===== src/rtl/inst_d_pkg.sv =====
// Shared decode definitions for the instruction decode stage: opcode map,
// instruction field positions, write classes and IF/ID FSM states.
package inst_d_pkg;

  typedef enum logic [5:0] {
    OpAdd  = 6'b000000,
    OpAddi = 6'b000001,
    OpSub  = 6'b000010,
    OpSubi = 6'b000011,
    OpMul  = 6'b000100,
    OpMuli = 6'b000101,
    OpOr   = 6'b000110,
    OpOri  = 6'b000111,
    OpAnd  = 6'b001000,
    OpAndi = 6'b001001,
    OpXor  = 6'b001010,
    OpXori = 6'b001011,
    OpLdw  = 6'b001100,
    OpStw  = 6'b001101,
    OpBz   = 6'b001110,
    OpBeq  = 6'b001111,
    OpJr   = 6'b010000,
    OpHalt = 6'b010001
  } opcode_t;

  localparam int unsigned OpcHi = 31;
  localparam int unsigned OpcLo = 26;
  localparam int unsigned RsHi  = 25;
  localparam int unsigned RsLo  = 21;
  localparam int unsigned RtHi  = 20;
  localparam int unsigned RtLo  = 16;
  localparam int unsigned RdHi  = 15;
  localparam int unsigned RdLo  = 11;

  localparam logic [31:0] NOP_WORD = 32'h0000_0000;

  typedef enum logic [1:0] {WrNone, WrRd, WrRt} wr_class_e;

  typedef enum logic [0:0] {StRun, StHalted} id_state_e;

  // Which field (if any) names the destination; undefined opcodes fall to WrNone.
  function automatic wr_class_e wr_class(logic [5:0] op);
    case (op)
      OpAdd, OpSub, OpMul, OpOr, OpAnd, OpXor:                 return WrRd;
      OpAddi, OpSubi, OpMuli, OpOri, OpAndi, OpXori, OpLdw:    return WrRt;
      default:                                                 return WrNone;
    endcase
  endfunction

endpackage


===== src/rtl/inst_d_if.sv =====
// Fetch/write-back <-> decode signal bundle. master = upstream fetch and
// write-back side, slave = the decode stage.
interface inst_d_if;
  logic [31:0] instruction;
  logic [31:0] pc_in;
  logic        stall;
  logic        flush;
  logic        wb_en;
  logic [4:0]  wb_dest;
  logic [31:0] wb_data;

  logic [4:0]  rs_f_id;
  logic [4:0]  rt_f_id;
  logic [4:0]  rd_f_id;
  logic [4:0]  id_dest;
  logic        reg_write_f_id;
  logic [5:0]  opcode_id;
  logic [31:0] rs_val;
  logic [31:0] rt_val;
  logic [31:0] imm_ext;
  logic [31:0] pc_id;
  logic        mem_read;
  logic        mem_write;
  logic        valid_id;
  logic        halt_id;

  modport master (
    output instruction, pc_in, stall, flush, wb_en, wb_dest, wb_data,
    input  rs_f_id, rt_f_id, rd_f_id, id_dest, reg_write_f_id, opcode_id, rs_val, rt_val,
           imm_ext, pc_id, mem_read, mem_write, valid_id, halt_id
  );

  modport slave (
    input  instruction, pc_in, stall, flush, wb_en, wb_dest, wb_data,
    output rs_f_id, rt_f_id, rd_f_id, id_dest, reg_write_f_id, opcode_id, rs_val, rt_val,
           imm_ext, pc_id, mem_read, mem_write, valid_id, halt_id
  );
endinterface


===== src/rtl/reg_file.sv =====
// 2-read/1-write register file, r0 hardwired to zero, cleared on reset.
// Define ID_WB_BYPASS_EN to forward a same-cycle write to the read ports.
module reg_file #(
  parameter int unsigned NREG = 32
) (
  input  logic        clk,
  input  logic        rst,
  input  logic        we_i,
  input  logic [4:0]  waddr_i,
  input  logic [31:0] wdata_i,
  input  logic [4:0]  raddr_a_i,
  input  logic [4:0]  raddr_b_i,
  output logic [31:0] rdata_a_o,
  output logic [31:0] rdata_b_o
);

  logic [31:0] regs_q [NREG];
  logic        wr_ok;

  assign wr_ok = we_i && (waddr_i != 5'd0);

  always_ff @(posedge clk or negedge rst) begin
    if (!rst) begin
      for (int i = 0; i < int'(NREG); i++) regs_q[i] <= '0;
    end else if (wr_ok) begin
      regs_q[waddr_i] <= wdata_i;
    end
  end

  always_comb begin
    rdata_a_o = (raddr_a_i == 5'd0) ? 32'd0 : regs_q[raddr_a_i];
    rdata_b_o = (raddr_b_i == 5'd0) ? 32'd0 : regs_q[raddr_b_i];
`ifdef ID_WB_BYPASS_EN
    if (wr_ok && (waddr_i == raddr_a_i)) rdata_a_o = wdata_i;
    if (wr_ok && (waddr_i == raddr_b_i)) rdata_b_o = wdata_i;
`endif
  end

endmodule


===== src/rtl/inst_d.sv =====
// Decode stage: IF/ID pipeline register with RUN/HALTED FSM, field decode and
// operand read. Same-cycle write-back forwarding is selected by ID_WB_BYPASS_EN.
module inst_d
  import inst_d_pkg::*;
#(
  parameter int unsigned NREG  = 32,
  parameter int unsigned IMM_W = 16
) (
  input  logic     clk,
  input  logic     rst,
  inst_d_if.slave  id_io
);

  id_state_e   state_q, state_d;
  logic [31:0] instr_q, instr_d;
  logic [31:0] pc_q, pc_d;
  logic        valid_q, valid_d;

  logic [5:0]  op;
  logic [4:0]  rs_fld, rt_fld, rd_fld;
  logic        halt_dec;
  wr_class_e   cls;
  logic [31:0] rs_rdata, rt_rdata;

  assign op       = instr_q[OpcHi:OpcLo];
  assign rs_fld   = instr_q[RsHi:RsLo];
  assign rt_fld   = instr_q[RtHi:RtLo];
  assign rd_fld   = instr_q[RdHi:RdLo];
  assign cls      = wr_class(op);
  assign halt_dec = valid_q && (op == OpHalt);

  always_ff @(posedge clk or negedge rst) begin
    if (!rst) begin
      state_q <= StRun;
      instr_q <= NOP_WORD;
      pc_q    <= '0;
      valid_q <= 1'b0;
    end else begin
      state_q <= state_d;
      instr_q <= instr_d;
      pc_q    <= pc_d;
      valid_q <= valid_d;
    end
  end

  always_comb begin
    state_d = state_q;
    instr_d = instr_q;
    pc_d    = pc_q;
    valid_d = valid_q;
    unique case (state_q)
      StRun: begin
        // A decoded HALT wins over stall/flush: the slot empties as we stop.
        if (halt_dec || id_io.flush) begin
          state_d = halt_dec ? StHalted : StRun;
          instr_d = NOP_WORD;
          pc_d    = '0;
          valid_d = 1'b0;
        end else if (!id_io.stall) begin
          instr_d = id_io.instruction;
          pc_d    = id_io.pc_in;
          valid_d = 1'b1;
        end
      end
      StHalted: begin
        instr_d = NOP_WORD;
        pc_d    = '0;
        valid_d = 1'b0;
      end
      default: state_d = StRun;
    endcase
  end

  always_comb begin
    id_io.rs_f_id   = rs_fld;
    id_io.rt_f_id   = rt_fld;
    id_io.rd_f_id   = (cls == WrRd) ? rd_fld : 5'd0;
    id_io.opcode_id = op;
    id_io.pc_id     = pc_q;
    id_io.imm_ext   = {{(32 - IMM_W){instr_q[IMM_W-1]}}, instr_q[IMM_W-1:0]};
    id_io.rs_val    = rs_rdata;
    id_io.rt_val    = rt_rdata;
    id_io.valid_id  = valid_q;
    id_io.halt_id   = (state_q == StHalted);
    id_io.mem_read  = valid_q && (op == OpLdw);
    id_io.mem_write = valid_q && (op == OpStw);
    case (cls)
      WrRd:    id_io.id_dest = rd_fld;
      WrRt:    id_io.id_dest = rt_fld;
      default: id_io.id_dest = 5'd0;
    endcase
    // r0 destinations never raise a hazard in fetch.
    id_io.reg_write_f_id = valid_q && (cls != WrNone) && (id_io.id_dest != 5'd0);
  end

  reg_file #(
    .NREG (NREG)
  ) u_reg_file (
    .clk       (clk),
    .rst       (rst),
    .we_i      (id_io.wb_en),
    .waddr_i   (id_io.wb_dest),
    .wdata_i   (id_io.wb_data),
    .raddr_a_i (rs_fld),
    .raddr_b_i (rt_fld),
    .rdata_a_o (rs_rdata),
    .rdata_b_o (rt_rdata)
  );

endmodule


===== src/flat_wrapper.sv =====
// flat-port wrapper written by rule: the top's interface ports become plain ports
module inst_d_flat import inst_d_pkg::*;
#(
  parameter int unsigned NREG  = 32,
  parameter int unsigned IMM_W = 16
)
  (clk, rst, id_io_instruction, id_io_pc_in, id_io_stall, id_io_flush, id_io_wb_en, id_io_wb_dest, id_io_wb_data, id_io_rs_f_id, id_io_rt_f_id, id_io_rd_f_id, id_io_id_dest, id_io_reg_write_f_id, id_io_opcode_id, id_io_rs_val, id_io_rt_val, id_io_imm_ext, id_io_pc_id, id_io_mem_read, id_io_mem_write, id_io_valid_id, id_io_halt_id);
  inst_d_if id_io_i ();
  input  logic clk;
  input  logic rst;
  input wire logic [$bits(id_io_i.instruction)-1:0] id_io_instruction;
  input wire logic [$bits(id_io_i.pc_in)-1:0] id_io_pc_in;
  input wire logic [$bits(id_io_i.stall)-1:0] id_io_stall;
  input wire logic [$bits(id_io_i.flush)-1:0] id_io_flush;
  input wire logic [$bits(id_io_i.wb_en)-1:0] id_io_wb_en;
  input wire logic [$bits(id_io_i.wb_dest)-1:0] id_io_wb_dest;
  input wire logic [$bits(id_io_i.wb_data)-1:0] id_io_wb_data;
  output wire logic [$bits(id_io_i.rs_f_id)-1:0] id_io_rs_f_id;
  output wire logic [$bits(id_io_i.rt_f_id)-1:0] id_io_rt_f_id;
  output wire logic [$bits(id_io_i.rd_f_id)-1:0] id_io_rd_f_id;
  output wire logic [$bits(id_io_i.id_dest)-1:0] id_io_id_dest;
  output wire logic [$bits(id_io_i.reg_write_f_id)-1:0] id_io_reg_write_f_id;
  output wire logic [$bits(id_io_i.opcode_id)-1:0] id_io_opcode_id;
  output wire logic [$bits(id_io_i.rs_val)-1:0] id_io_rs_val;
  output wire logic [$bits(id_io_i.rt_val)-1:0] id_io_rt_val;
  output wire logic [$bits(id_io_i.imm_ext)-1:0] id_io_imm_ext;
  output wire logic [$bits(id_io_i.pc_id)-1:0] id_io_pc_id;
  output wire logic [$bits(id_io_i.mem_read)-1:0] id_io_mem_read;
  output wire logic [$bits(id_io_i.mem_write)-1:0] id_io_mem_write;
  output wire logic [$bits(id_io_i.valid_id)-1:0] id_io_valid_id;
  output wire logic [$bits(id_io_i.halt_id)-1:0] id_io_halt_id;
  assign id_io_i.instruction = id_io_instruction;
  assign id_io_i.pc_in = id_io_pc_in;
  assign id_io_i.stall = id_io_stall;
  assign id_io_i.flush = id_io_flush;
  assign id_io_i.wb_en = id_io_wb_en;
  assign id_io_i.wb_dest = id_io_wb_dest;
  assign id_io_i.wb_data = id_io_wb_data;
  assign id_io_rs_f_id = id_io_i.rs_f_id;
  assign id_io_rt_f_id = id_io_i.rt_f_id;
  assign id_io_rd_f_id = id_io_i.rd_f_id;
  assign id_io_id_dest = id_io_i.id_dest;
  assign id_io_reg_write_f_id = id_io_i.reg_write_f_id;
  assign id_io_opcode_id = id_io_i.opcode_id;
  assign id_io_rs_val = id_io_i.rs_val;
  assign id_io_rt_val = id_io_i.rt_val;
  assign id_io_imm_ext = id_io_i.imm_ext;
  assign id_io_pc_id = id_io_i.pc_id;
  assign id_io_mem_read = id_io_i.mem_read;
  assign id_io_mem_write = id_io_i.mem_write;
  assign id_io_valid_id = id_io_i.valid_id;
  assign id_io_halt_id = id_io_i.halt_id;
  inst_d #(.NREG(NREG), .IMM_W(IMM_W)) u_core (.clk(clk), .rst(rst), .id_io(id_io_i));
endmodule

===== config.mk =====
export PLATFORM = sky130hd
export DESIGN_NAME = inst_d_flat
export DESIGN_NICKNAME = d
export VERILOG_FILES = /design/src/rtl/inst_d_pkg.sv /design/src/rtl/inst_d_if.sv /design/src/rtl/reg_file.sv /design/src/rtl/inst_d.sv /design/src/flat_wrapper.sv
export SDC_FILE = /design/constraint.sdc
export NUM_CORES = 2
export LEC_CHECK = 0
export ABC_CLOCK_PERIOD_IN_PS = 3100
export CORE_UTILIZATION = 46
export CTS_BUF_LIST = sky130_fd_sc_hd__clkbuf_16
export CTS_CLUSTER_DIAMETER = 50
export DETAILED_ROUTE_END_ITERATION = 7
export PLACE_DENSITY_LB_ADDON = 0.3
export SLEW_MARGIN = 20
export SYNTH_ARGS = -nofsm -noshare
export SYNTH_HDL_FRONTEND = slang
export SYNTH_SLANG_ARGS = --single-unit

===== constraint.sdc =====
create_clock -name clk -period 3.1 [get_ports clk]
set_input_delay 0.775 -clock clk [delete_from_list [all_inputs] [get_ports clk]]
set_output_delay 0.775 -clock clk [all_outputs]
set_load 0.01 [all_outputs]

Word-level counts from Yosys, hierarchy flattened
Memory sizes are Yosys's and may differ from the RTL's.
Index checks and enable logic that the tools add are counted.

storage, ports and cells
  bits in registers = 1090
  latch bits = 0
  memory bits (writable) = 0
  ROM bits = 32
  input port bits = 106
  output and inout port bits = 159
  memories kept = 1

memory list
  memory           depth  width  read ports  clocked after memory_dff  wr ports  RTL line          source
  (no name shown)  16     2      1           0                         0         inst_d_pkg.sv:43  case (op)

operators by class
  add/sub/neg operators = 0
  multiply operators = 0
  div/mod/pow operators = 0
  order comparisons = 4
  equal/unequal tests = 6
  shift-type cells = 0
  muxes and demuxes = 26
  bitwise gates (word level) = 4
  reductions and logical operators = 14

operators by type and width
  cell                                                        count
  bitwise mux 1024 bit                                        1
  2-to-1 mux 32 bit                                           11
  binary-select mux 32 bit (select 5 bit)                     2
  demux 32 bit (select 5 bit)                                 1
  case mux 32 bit (2 select lines)                            2
  >= comparator 6 bit, second input constant                  3
  inverter 5 -> 6 bit                                         3
  equality test 6 x 4 -> 1 bit, second input constant         2
  logical NOT 5 bit                                           2
  case mux 5 bit (2 select lines)                             1
  nonzero test 5 bit                                          2
  logical AND 1 bit                                           7
  equality test 6 x 5 -> 1 bit, second input constant         1
  less-than comparator 6 x 1 -> 1 bit, second input constant  1
  2-to-1 mux 1 bit                                            5
  2-to-1 mux 5 bit                                            1
  inequality test 3 x 2 -> 1 bit, second input constant       1
  equality test 2 x 1 -> 1 bit, second input constant         1
  equality test 2 bit, second input constant                  1
  logical NOT 2 bit                                           1
  2-to-1 mux 2 bit                                            1
  case mux 1 bit (2 select lines)                             1
  nonzero test 2 bit                                          1
  logical OR 1 bit                                            1
  inverter 1 bit                                              1

Logic depth before layout (Yosys ltp)
  depth after elaboration = 6
  gate-level depth with buffers = 10
  mapped depth without buffers = 9

Hierarchy
Synthesis repeated with hierarchy kept, for this count alone.

second synthesis, totals
  cells, all modules = 3883
  area total of the unflattened synthesis = 57353.8 um2

modules (own cells, without submodules)
  module    instances  cells an instance  area an instance (um2)  seq. area each (um2)
  reg_file  1          3620               54343.4                 25624.6
  inst_d    1          263                3010.4                  1651.6

Worst setup path after synthesis
Ideal clock, no wire load.

  path type = register -> output
  start = reg u_core.instr_q[28]
  end = out id_io_reg_write_f_id
  arrival = 1926 ps
  data required time = 2325 ps
  path slack = 399 ps
  stages on the path, launching flop included = 11
  path buffers = 1
  cells stage by stage = dfrtp_1 nand2_1 nor3_1 a21oi_1 nand2b_1 ha_1 clkbuf_1 a22oi_1 nor2_1 nor3_1 nor3_1

on the way
  word-level cells in the longest chain between the ends = 6
  elaborated cells between the ends (all ways) = 9
  those cells by class = 2 x eq/ne; 2 x mux; 4 x reduce/logical; 1 x memory

ends and longest elaborated chain
  element                                                              RTL line            source
  start: declaration                                                   inst_d.sv:15        logic [31:0] instr_q, instr_d;
  start signal: assignment                                             inst_d.sv:40        instr_q <= instr_d;
  memory read (16 x 2 bit) (*)                                         n/a
  2-to-1 mux 2 bit (*)                                                 inst_d_pkg.sv:43
  equality test 2 bit or equality test 2 x 1 -> 1 bit (tied branches)  inst_d.sv:87        case (cls)
  case mux 5 bit (2 select lines) (*)                                  inst_d.sv:87
  named net id_io_id_dest[1]                                           flat_wrapper.sv:21  output wire logic [$bits(id_io_i.id_dest)-1:0] id_io_id_dest;
  nonzero test 5 bit (*)                                               inst_d.sv:93        id_io.reg_write_f_id = valid_q && (cls != WrNone) && (id_io.id_dest != 5'd0);
  logical AND 1 bit (*)                                                inst_d.sv:93
  end: declaration                                                     flat_wrapper.sv:22  output wire logic [$bits(id_io_i.reg_write_f_id)-1:0] id_io_reg_write_f_id;

Mark *: on every way through the listed nets, which the timed path passes. The rest lies on a longest branch.

Worst setup path after layout
  start = reg u_core.instr_q[21]
  end = out id_io_rs_val[16]

on the way
  word-level cells in the longest chain between the ends = 5
  elaborated cells between the ends (all ways) = 6
  those cells by class = 4 x mux; 1 x bitwise; 1 x reduce/logical

ends and longest elaborated chain
  element                                               RTL line            source
  inverter 5 -> 6 bit (not written as such)             reg_file.sv:31      rdata_a_o = (raddr_a_i == 5'd0) ? 32'd0 : regs_q[raddr_a_i];
  binary-select mux 32 bit (select 5 bit)               reg_file.sv:31
  2-to-1 mux 32 bit (not written as such) (2 in a row)  reg_file.sv:31
  2-to-1 mux 32 bit (*)                                 reg_file.sv:31
  end: declaration                                      flat_wrapper.sv:24  output wire logic [$bits(id_io_i.rs_val)-1:0] id_io_rs_val;

Every way passes the cells marked *; elsewhere a longest branch is shown, timed or not. The select of a mux whose other input is x is not followed.

==> flow_summary.toml <==
[power]
vdd_ir_drop_max_mv = 0.5640
power.leakage_nw = 31.90
p_per_area_nw_per_um2 = 605.6
p_total_mw = 45.73

[setup_path]
critPathLaunch = "u_core.instr_q[21]$_DFFE_PN0P_"
critPathArrivalTime_ns = 3.15
cp_max_fo = 5
path_class = "reg2out"
start_kind = "flip-flop"
cp.required_ns = 2.32
reg2reg_from = "u_core.instr_q[26]$_DFFE_PN0P_"
end_kind = "primary output"

[placed_design]
place_congestion = 0.8965
pre_cts_slack_ns = -0.6884
dp_hpwl_um = 125500
io_buffer_count = 264

[floorplanning]
dieHeight_um = 356.0
die_area_sq_um = 126700
core_sq_um = 124000
row_count = 129
initial_core_util_pct = 46.50
io_pins = 265
fp.dieW_um = 356.0

[synth]
synth_top_family_by_area = "multiplexers"
async_flop_share_pct = 100.0
ys_seq_area_share_pct = 47.32
synth_seq_cells = 1090
synth_largest_area_cell = "dfrtp_1"
synth_cell_types = 42
synthXorXnorAreaFrac_pct = 0
synth-edff-count = 0
synth-compound-area-share_pct = 4.348
synth_common_cells = "dfrtp_1 (1090), mux2_2 (1047), mux2i_1 (416)"
synthAdderAreaFrac_pct = 0.06512
postSynthCellCount = 4099
ys_warn_count = 0
synth_top_area_share_pct = 47.32
synth.avg_cell_area_sq_um = 14.06
synthMuxAreaShare_pct = 41.61
synth_most_common_cell = "dfrtp_1"
syn-num-nets = 4208
syn_area_sq_um = 57640
yosys.area_share.simple_pct = 2.768
synth_area_leaders = "dfrtp_1 (47%), mux2_2 (20%), mux4_2 (14%), mux2i_1 (7.2%), clkbuf_1 (1.6%)"
ys_dominant_reg_cell = "dfrtp_1"

[hold_path]
min_from = "u_core.u_reg_file.regs_q[1020]$_DFFE_PN0P_"
hp-class = "reg2reg"

[sta]
setup_violations = 69
fin_skew_ns = 0.02884
setup_tns_ns = -41.39
timing.fmax_mhz = 254.8
finalCritPeriodShare_pct = 126.6
period_minus_slack_ns = 3.925
drv_slew = 0
rsz0062_at_grt = "true"
fin_ws_ns = -0.8251
worst_pin_slew_ns = 0.6675
final-hold-violation-count = 0
slew_headroom_pct = 55.50

[global_routing]
grt_remaining_overflow = 0
grt_usage_pct = 32.23
gr-usage-met3_pct = 6.858
grt_max_degree = 81
grtUsageMet2_pct = 49.90
grt_first_pass_wirelength_um = 297300
antenna_found_initial = 4
globalRouteMet1Util_pct = 43.85
grt_busiest_layer = "met2"
grt_pass1_vias = 42534

[cts]
cts_max_path_buffers = 3
cts.clk_slew.worst_paths_ns = 0.06
numCtsBuffers = 136
cts_tree = "built"
htreeDepth = 4
insertion_delay_ns = 0.80
clockRootBuffer = "clkbuf_16"
clock_sinks = 1090

[layout]
syn_to_final_growth_pct = 31.02
fillers = 9199
layout-drive-gt1-share_pct = 56.98
nNetsFinal = 4793

[routing]
first_pass_iters = 7
vias = 41921
wl_per_cell_um = 32.09
viasPerCell = 6.513
antenna_left = 0
drc = 6
routed_wl_um = 206500
drt_iter0_markers = 4149

[run_status]
status = "finished with violations"
violations = "DRC, setup timing"

[run]
drv_cap = 0
## state kept, by name, indices dropped and copies added, names as in the netlist
register,cells
u_core.u_reg_file.regs_q,1024
u_core.id_io.pc_id,32
u_core.instr_q,32
u_core.id_io.halt_id,1
u_core.id_io.valid_id,1
## per-layer routing
layer  vias to the layer above  share of wire [%]
met5                         -             0.0063
met4                         2                4.7
met3                       559                9.1
met2                      2302                 46
met1                     22312                 40
li1                      16746                  -
## what timing repair did
action	CTS	global route
pin swaps	84	124
cloned	21	8
setup buffers	62	85
endpoints found under the setup margin	82	76
endpoints found under the hold margin	16	0
hold buffers	1	0
resized for setup	724	341
## cells in the final DEF, fill, tap and decap left out, drive strengths merged, types with 2 or more instances in the layout
master         netlist  routed
mux2i              416     416
dlygate4sd2          0       2
or2                  2       2
clkdlybuf4s15        0       2
mux2              1056    1056
and2                 8       8
nand2              114     114
o21ai               64      64
bufbuf               0       5
nand3               68      68
mux4               352     352
o2111ai             32      32
nor2                86      86
diode                0       2
ha                   3       3
clkinvlp             0       9
a22oi              101     101
clkdlybuf4s50        0     183
a211oi              32      32
buf                225     714
a311oi              32      32
a21oi               66      66
nor2b               46      46
nand2b               6       6
or3                  2       2
clkbuf             244     145
inv                  4      41
nor3                12      12
bufinv               0      14
clkinv               0      56
dfrtp             1090    1090
a221oi              32      32
## worst paths after layout
path	cells past startpoint	end	slack (ns)
setup / recovery	10	id_io_rs_val[16]	-0.83
hold / removal	0	u_core.u_reg_file.regs_q[1020]$_DFFE_PN0P_	0.39
setup reg to reg	6	u_core.instr_q[22]$_DFFE_PN0P_	0.90
hold reg to reg	0	u_core.u_reg_file.regs_q[1020]$_DFFE_PN0P_	0.39
max in group asynchronous	4	u_core.u_reg_file.regs_q[857]$_DFFE_PN0P_	1.53
min in group asynchronous	2	u_core.u_reg_file.regs_q[552]$_DFFE_PN0P_	0.57
## cell type report
class / instances / area, sq um / share of cell area, %
clock buffers: 136 / 3403 / 4.506
inverters: 4 / 22.52 / 0.02982
flip-flops and latches: 1090 / 27310 / 36.16
well taps: 1637 / 2048 / 2.712
clock inverters: 116 / 1095 / 1.450
repair buffers: 916 / 10720 / 14.19
diodes: 2 / 5.005 / 0.006627
multi-input cells: 2536 / 30920 / 40.95
## worst max-delay path, cell delays in order, from the launching register on
cell and delay (ns):
dfrtp_4 0.51, buf_12 0.16, buf_12 0.14, buf_16 0.15, buf_8 0.14, mux4_2 0.42
mux2_4 0.30, o21ai_4 0.16, a311oi_2 0.06, buf_4 0.20, buf_6 0.12
## power by group
| group | leakage, nW | switching, mW | internal [mW] |
|---|---|---|---|
| combinational | 15.6 | 4.64 | 6.13 |
| clock | 2.27 | 6.68 | 9.29 |
| sequential | 14.0 | 2.16 | 16.8 |
## logic make-up after synthesis
logic type | Yosys count
adders and majority gates | 3
muxes | 1824
AOI/OAI and AO/OA | 361
buffers and inverters | 473
DFF | 1090
and+or+nand+nor | 348
## per-stage QoR
stage               std cells  utilization [%]  cell area [sq um]  hold WS (ns)
floorplan                4099                -              57640        0.4413
global placement         6041            53.26              66030        0.3763
detailed placement       6041            53.26              66030        0.3826
CTS                      6360            59.13              73290        0.3960
global route             6437            60.92              75520        0.4060
finish                   6437            60.92              75520        0.3944
No activity file was read; power rests on OpenSTA's default activity.
